**src/rtl/fetch_queue.sv**
```systemverilog
// Instruction fetch stage: issues one word fetch at a time to instruction memory,
// buffers returned instructions with their PCs and hands them to decode.
module fetch_queue #(
  parameter int          DEPTH    = 4,
  parameter logic [31:0] RESET_PC = 32'd0
) (
  input  logic                   clk,
  input  logic                   reset,
  output logic                   mem_req,
  output logic [31:0]            mem_addr,
  input  logic                   mem_ack,
  input  logic [31:0]            mem_rdata,
  output logic                   inst_valid,
  output logic [31:0]            inst,
  output logic [31:0]            inst_pc,
  input  logic                   inst_ready,
  input  logic                   redirect,
  input  logic [31:0]            redirect_pc,
  output logic [$clog2(DEPTH):0] count,
  output logic [1:0]             dbgState
);

  localparam int PW = $clog2(DEPTH);
  localparam int CW = PW + 1;

  typedef enum logic [1:0] {
    IDLE = 2'd0,
    REQ  = 2'd1,
    DROP = 2'd2
  } state_t;

  state_t          state;
  logic [31:0]     fetchPc;
  logic [PW-1:0]   headPtr;
  logic [PW-1:0]   tailPtr;
  logic [CW-1:0]   occupancy;
  logic [31:0]     instMem [DEPTH];
  logic [31:0]     pcMem   [DEPTH];

  logic            doPush;
  logic            doPop;
  logic [CW-1:0]   countNext;
  logic            hasCredit;

  // Handshakes: a fetch completes on a cycle where mem_req && mem_ack (mem_addr is held
  // until then); decode takes the head on a cycle where inst_valid && inst_ready.
  // A redirect overrides both: acked data is discarded and the head is not consumed.
  always_comb begin
    doPop     = inst_valid && inst_ready && !redirect;
    doPush    = (state == REQ) && mem_ack && !redirect;
    countNext = occupancy + CW'(doPush) - CW'(doPop);
    hasCredit = countNext < CW'(DEPTH);
  end

  assign inst_valid = (occupancy != '0);
  assign inst       = instMem[headPtr];
  assign inst_pc    = pcMem[headPtr];
  assign count      = occupancy;
  assign dbgState   = state;

  always_ff @(posedge clk or negedge reset) begin
    if (!reset) begin
      state     <= IDLE;
      mem_req   <= 1'b0;
      mem_addr  <= '0;
      fetchPc   <= RESET_PC;
      occupancy <= '0;
      headPtr   <= '0;
      tailPtr   <= '0;
    end else if (redirect) begin
      occupancy <= '0;
      headPtr   <= '0;
      tailPtr   <= '0;
      fetchPc   <= redirect_pc;
      case (state)
        REQ: begin
          // An unacked fetch is still owned by memory; wait it out before retargeting.
          if (mem_ack) mem_addr <= redirect_pc;
          else state <= DROP;
        end
        DROP: state <= DROP;
        default: begin
          state    <= REQ;
          mem_req  <= 1'b1;
          mem_addr <= redirect_pc;
        end
      endcase
    end else begin
      occupancy <= countNext;
      if (doPush) tailPtr <= tailPtr + PW'(1);
      if (doPop)  headPtr <= headPtr + PW'(1);
      case (state)
        IDLE: begin
          if (hasCredit) begin
            state    <= REQ;
            mem_req  <= 1'b1;
            mem_addr <= fetchPc;
          end
        end
        REQ: begin
          if (mem_ack) begin
            fetchPc <= mem_addr + 32'd1;
            if (hasCredit) begin
              mem_addr <= mem_addr + 32'd1;
            end else begin
              state   <= IDLE;
              mem_req <= 1'b0;
            end
          end
        end
        DROP: begin
          if (mem_ack) begin
            state    <= REQ;
            mem_addr <= fetchPc;
          end
        end
        default: begin
          state   <= IDLE;
          mem_req <= 1'b0;
        end
      endcase
    end
  end

  always_ff @(posedge clk or negedge reset) begin
    if (!reset) begin
      for (int i = 0; i < DEPTH; i++) begin
        instMem[i] <= '0;
        pcMem[i]   <= '0;
      end
    end else if (doPush) begin
      instMem[tailPtr] <= mem_rdata;
      pcMem[tailPtr]   <= mem_addr;
    end
  end

endmodule

```
**config.mk**
```make
export PLATFORM = sky130hd
export DESIGN_NAME = fetch_queue
export DESIGN_NICKNAME = d
export VERILOG_FILES = /design/src/rtl/fetch_queue.sv
export SDC_FILE = /design/constraint.sdc
export NUM_CORES = 1
export LEC_CHECK = 0
export CORE_ASPECT_RATIO = 1.5
export CORE_MARGIN = 4
export CORE_UTILIZATION = 60
export CTS_BUF_LIST = sky130_fd_sc_hd__clkbuf_8
export DETAILED_ROUTE_END_ITERATION = 16
export PLACE_DENSITY = 0.88
export SETUP_SLACK_MARGIN = 0.5
export SYNTH_ARGS = -nofsm -noshare
export SYNTH_HDL_FRONTEND = slang
export SYNTH_SLANG_ARGS = --single-unit
```
**constraint.sdc**
```tcl
create_clock -name clk -period 8 [get_ports clk]
set_clock_uncertainty 0.05 [all_clocks]
set_input_delay 2 -clock clk [delete_from_list [all_inputs] [get_ports clk]]
set_output_delay 2 -clock clk [all_outputs]
set_load 0.005 [all_outputs]
```
=== Yosys cells after proc, flatten, opt, wreduce, memory -nomap -nowiden ===
Index checks and enable logic that the tools add are counted.
Widths: inputs -> output; s select.

* Flip-flop bits (word level): 330
* Latch bits: 0
* Memory bits (writable): 0
* Bits in read-only memories: 0
* Bits of input ports: 69
* Memories kept: 0

* Add/subtract/negate cells: 5
* Multipliers: 0
* Div/mod/pow operators: 0
* Order comparisons: 4
* Equal/unequal tests: 13
* Shift-type cells: 0
* Muxes and demuxes: 40
* Bitwise gates (word level): 2
* Reductions and logical operators: 18

{| class="wikitable"
|+ Operator list
! kind !! count
|-
| $mux 32 || 14
|-
| $bwmux 128 || 2
|-
| $bmux 32 s2 || 2
|-
| $pmux 32 s3 || 1
|-
| $demux 32 s2 || 1
|-
| $pmux 32 s2 || 1
|-
| $add 32x1->32 const B || 1
|-
| $mux 2 || 10
|-
| $ne 3x3->1 const B || 6
|-
| $ne 2x2->1 const B || 5
|-
| $reduce_and 5->1 || 2
|-
| $reduce_bool 2->1 || 4
|-
| $ge 3x3->1 const B || 2
|-
| $not 2->3 || 2
|-
| $pmux 2 s3 || 1
|-
| $reduce_and 6->1 || 1
|-
| $logic_and 1x1->1 || 5
|-
| $mux 1 || 5
|-
| $add 2x1->2 const B || 2
|-
| $pmux 2 s2 || 1
|-
| $reduce_bool 4->1 || 1
|-
| $add 3x1->3 || 1
|-
| $lt 3x1->1 const B || 1
|-
| $lt 3x3->1 const B || 1
|-
| other kinds (10) || 10
|}

=== Logic depth before layout (Yosys ltp) ===
* Word-level depth: 10
* Depth in mapped cells: 18
* Mapped depth without buffers: 15

=== Worst setup path after synthesis ===
Ideal clock, no wire load.

* Kind: input to register
* Start: input mem_ack
* End: register mem_addr[9]
* Setup time: 0.121 ns
* Data arrival time: 5.084 ns
* Setup slack: 2.745 ns
* Stages on the path: 16
* Path buffers: 3
* Cell sequence: clkbuf_1 > nand2_1 > nor2_1 > inv_1 > clkbuf_1 > ha_1 > inv_1 > ha_1 > inv_1 > fa_1 > xor3_1 > a21oi_1 > a21o_1 > clkbuf_1 > o21ai_0 > a22o_1

* Word-level cells in the longest chain between the ends: 7
* Elaborated cells between the ends (all ways): 10
* Those cells by class: add/sub: 2; order compare: 1; eq/ne: 4; reduce/logical: 3

{| class="wikitable"
|+ Ends and longest elaborated chain
! what !! RTL line !! source
|-
| start, declared || 11 || <nowiki>input logic mem_ack,</nowiki>
|-
| $logic_and 1x1->1 (2 in series) || 50 || <nowiki>doPush = (state == REQ) && mem_ack && !redirect;</nowiki>
|-
| $add 3x1->3 || 51 || <nowiki>countNext = occupancy + CW'(doPush) - CW'(doPop);</nowiki>
|-
| $sub 3x1->3 || 51 ||
|-
| $lt 3x3->1 || 52 || <nowiki>hasCredit = countNext < CW'(DEPTH);</nowiki>
|-
| $ne 3x3->1 (no line) || n/a ||
|-
| $reduce_and 6->1 (no line) * || n/a ||
|-
| end signal, assigned || 78 || <nowiki>if (mem_ack) mem_addr <= redirect_pc;</nowiki>
|-
| end signal, assigned || 85 || <nowiki>mem_addr <= redirect_pc;</nowiki>
|-
| end signal, assigned || 97 || <nowiki>mem_addr <= fetchPc;</nowiki>
|-
| end, declared || 10 || <nowiki>output logic [31:0] mem_addr,</nowiki>
|}

Mark *: on every way between the ends. The rest lies on a longest branch, timed or not.
A chain may end at the register's enable or synchronous reset.

=== Final worst setup path ===
* Start: input mem_ack
* End: register mem_addr[30]

Same word-level chain as after synthesis.

==> metrics.txt <==
number of gates resized after cts 0; count of inserted antenna diode cells 0; deepest level of the CTS H-tree 2; max-slew violation count 0; share of total power in sequential cells 41.3%; TritonCTS buffer count 50; maximum count of clock buffers along a single path 3; fraction of final layout cells with drive strength greater than 1 29.2%; Core Box Area 0.0258 mm2; ys flop type sky130_fd_sc_hd__dfrtp_1; worst min-delay path category reg2reg; overall die height 206 um; Clk Latency, worst-skew pair 0.58 ns; worst slew pin tran 1.23 ns; length of the first detailed-routing pass in iterations 6; leading cell type in the layout, fill and taps excluded sky130_fd_sc_hd__dfrtp_1; initial antenna violation count 0; area taken by flip-flops and latches 0.00826 mm2; largest net degree at the start of global routing 204; fin util 72.1%; tightest slew margin relative to the limit 18.0%; critical path startpoint category input port; routed vias 10,800; post-route DRC violation count 0; clock-pin slew reported for the worst setup and hold paths after clock tree synthesis 0.06 ns; synthesized area per cell 12.9 um2; number of flops mapped to enable cells by yosys 0; share of total power in the clock network 21.1%; die area 0.0289 mm2; std cell rows 72; register bit total from synthesis 330; most heavily used metal layer in global routing met2; count of max-cap constraint violations 0; total of hold buffers inserted after clock tree synthesis 0; most used cells in the layout excluding fill and tap cells sky130_fd_sc_hd__dfrtp_1 (328), sky130_fd_sc_hd__mux2_2 (237), sky130_fd_sc_hd__clkdlybuf4s50_1 (169), sky130_fd_sc_hd__nand2_1 (80), sky130_fd_sc_hd__o21ai_0 (77); antenna viol nets, final 0; clk sinks 330; buffers inserted during post-CTS setup optimization 0; share of the clock period used by the worst path 70.6%; post-detailed-route wirelength per cell 22.0 um; number of setup violations in the final report 0; crit path max fanout 21; post-placement setup slack 1.81 ns; net count after synthesis 1,295; number of buffers and inverters on the critical path 5; cell family with the largest share of critical-path delay compound AO/OA/AOI/OAI gates; cell seen most often among critical-path stages sky130_fd_sc_hd__inv_1; Post-Route WL 37.8 mm; Remaining Overflow, GRT 0; switching part of the total power 33.0%; I/O pin cnt 172; leakage power figure 8.35 nW; gr usage total 26.5%; switching power total 0.00222 W; global placement routability congestion 0.909; starting utilization of the core area 60.9%; library cell contributing the largest single delay on the critical path sky130_fd_sc_hd__clkdlybuf4s50_1; final worst slack 2.35 ns; Netlist cell types 67; worst vdd rail ir drop 255 uV; Fin Setup TNS 0 ns; number of placed instances, taps included 1,626; Detailed Place HPWL 24.0 mm; GR Util met1 33.8%; Fmax 0.177 GHz; filler instances 1,780; count of endpoints failing hold in the final timing report 0; proportion of power drawn by combinational gates 37.6%; via count of the first global-routing pass 11,600; TritonCTS clock tree built; layout-stage area growth over the synthesis result 18.3%; shortest period the worst path allows 5.65 ns; synthesized area 0.0157 mm2; number of non-filler instances in the completed layout 1,715; gate count after technology mapping 1,215; count of synthesis-stage warnings from yosys 0; met2 usage in global routing 45.8%; internal power contribution 0.00450 W; Avg Vias per Cell 6.30; global-route wire length before repair 61.1 mm; crit-path cells clkdlybuf4s50_1 > nand2_1 > nor2_1 > buf_4 > inv_1 > ha_1 > inv_1 > ha_1 > inv_1 > fa_1 > xor3_1 > a21oi_1 > a21o_1 > o21ai_0 > a211o_1; die width 140 um; sequential cell area fraction in the yosys report 52.6%; RSZ-0062 raised after global routing no; type of the setup path with the least slack in2reg; worst hold slack 0.425 ns; Largest stage delay, worst path 0.65 ns; area used by multi-input combinational logic 0.00699 mm2; result of the run completed; fraction of synthesis flops using an asynchronous set or reset pin 100%; Root Driver sky130_fd_sc_hd__clkbuf_8; GR met3 Demand/Resource 3.87%; Final Net Count 1,425; areal power density over the cells 362 mW/mm2; number of DRC markers after the initial detailed-route iteration 845; Port Buffer Count 171; capturing element type of the critical path flop; arrival time of data at the critical path endpoint 6.05 ns; required arrival time at the worst endpoint 8.41 ns
cells in the mapped netlist (all sizes together), types with 3 or more instances:
| master | number | share of area, % |
|---|---|---|
| a211o | 3 | 0.17 |
| a21o | 6 | 0.29 |
| a21oi | 31 | 0.99 |
| a222oi | 4 | 0.26 |
| a2bb2oi | 3 | 0.17 |
| a31oi | 10 | 0.40 |
| a32oi | 3 | 0.17 |
| and3 | 20 | 0.80 |
| and4 | 4 | 0.22 |
| buf | 54 | 1.5 |
| clkbuf | 49 | 1.2 |
| dfrtp | 330 | 53 |
| ha | 10 | 0.80 |
| inv | 16 | 0.38 |
| mux2 | 237 | 17 |
| mux2i | 13 | 0.83 |
| mux4 | 64 | 9.2 |
| nand2 | 84 | 2.0 |
| nand2b | 3 | 0.12 |
| nand3 | 28 | 1.0 |
| nand4 | 11 | 0.44 |
| nor2 | 39 | 0.93 |
| nor2b | 5 | 0.20 |
| nor3 | 9 | 0.32 |
| nor4 | 11 | 0.48 |
| o211ai | 8 | 0.38 |
| o21ai | 77 | 2.5 |
| o221ai | 3 | 0.17 |
| o22ai | 4 | 0.16 |
| o31a | 3 | 0.17 |
| o31ai | 8 | 0.38 |
| or3 | 3 | 0.12 |
| or4 | 4 | 0.24 |
| xnor2 | 12 | 0.67 |
| xor2 | 14 | 0.78 |
flip-flops by register name, summed over array words and instances (netlist names):
signal,cells
tailPtr,2
fetchPc,32
mem_addr,32
pcMem,128
headPtr,2
dbgState,2
mem_req,1
instMem,128
count,3
worst reg2reg max path, cell delays in order (launching register included):
cell and delay, ns:
sky130_fd_sc_hd__dfrtp_1 0.43, sky130_fd_sc_hd__inv_1 0.10, sky130_fd_sc_hd__ha_1 0.14, sky130_fd_sc_hd__buf_4 0.46, sky130_fd_sc_hd__nand2_1 0.16, sky130_fd_sc_hd__nor2_1 0.12
sky130_fd_sc_hd__buf_4 0.22, sky130_fd_sc_hd__inv_1 0.25, sky130_fd_sc_hd__ha_1 0.37, sky130_fd_sc_hd__inv_1 0.05, sky130_fd_sc_hd__ha_1 0.13, sky130_fd_sc_hd__inv_1 0.05
sky130_fd_sc_hd__fa_1 0.40, sky130_fd_sc_hd__xor3_1 0.24, sky130_fd_sc_hd__a21oi_1 0.32, sky130_fd_sc_hd__a21o_1 0.63, sky130_fd_sc_hd__o21ai_0 0.19, sky130_fd_sc_hd__a211o_1 0.32
per-stage QoR:
| stage | area, um2 | total power (W) |
|---|---|---|
| after detailed placement | 17500 | 0.00532 |
| after global routing | 18600 | 0.00710 |
| after floorplan | 15700 | 0.00413 |
| final | 18600 | 0.00672 |
| after CTS | 18600 | 0.00676 |
| after global placement | 17500 | 0.00519 |
path summary, 6_finish.rpt:
path | to | from | slack [ns] | cells after the start
setup / recovery | mem_addr[30]$_DFFE_PN0P_ | mem_ack | 2.35 | 15
hold / removal | pcMem[121]$_DFFE_PN0P_ | pcMem[121]$_DFFE_PN0P_ | 0.42 | 2
setup reg to reg | mem_addr[30]$_DFFE_PN0P_ | dbgState[1]$_DFFE_PN0P_ | 3.27 | 17
hold reg to reg | pcMem[121]$_DFFE_PN0P_ | pcMem[121]$_DFFE_PN0P_ | 0.42 | 2
max in group asynchronous | headPtr[0]$_DFFE_PN0P_ | reset | 4.67 | 2
min in group asynchronous | fetchPc[2]$_DFFE_PN0P_ | reset | 1.49 | 1
metal layers:
layer / up-vias / part of all wire [%]
met1: 5554 / 39
met3: 86 / 5.3
met4: 0 / 3.5
met2: 425 / 52
met5: - / 0
li1: 4746 / -
power by group through the flow:
| stage | sequential [W] | combinational, W | clock [W] |
|---|---|---|---|
| floorplan | 0.00245 | 0.00169 | 0 |
| global placement | 0.00274 | 0.00245 | 0 |
| detailed placement | 0.00279 | 0.00253 | 0 |
| CTS | 0.00277 | 0.00254 | 0.00145 |
| global route | 0.00285 | 0.00272 | 0.00153 |
| finish | 0.00277 | 0.00252 | 0.00142 |
logic make-up after synthesis:
family | count (synthesis) | share of synthesized area, %
flops | 330 | 52.6
xor+xnor | 28 | 1.75
simple gates | 226 | 7.12
buf+inv | 119 | 3.09
compound gates | 187 | 7.49
mux | 314 | 27.0
fa+ha+maj | 11 | 0.925
cell type report:
cell class | instances | share of cell area, %
Multi-Input combinational cell | 766 | 37.6
Inverter | 16 | 0.323
Sequential cell | 330 | 44.5
Clock buffer | 68 | 5.04
Timing Repair Buffer | 181 | 9.69
Clock inverter | 21 | 0.613
Tap cell | 333 | 2.24
Power figures use the tool's default switching activity.
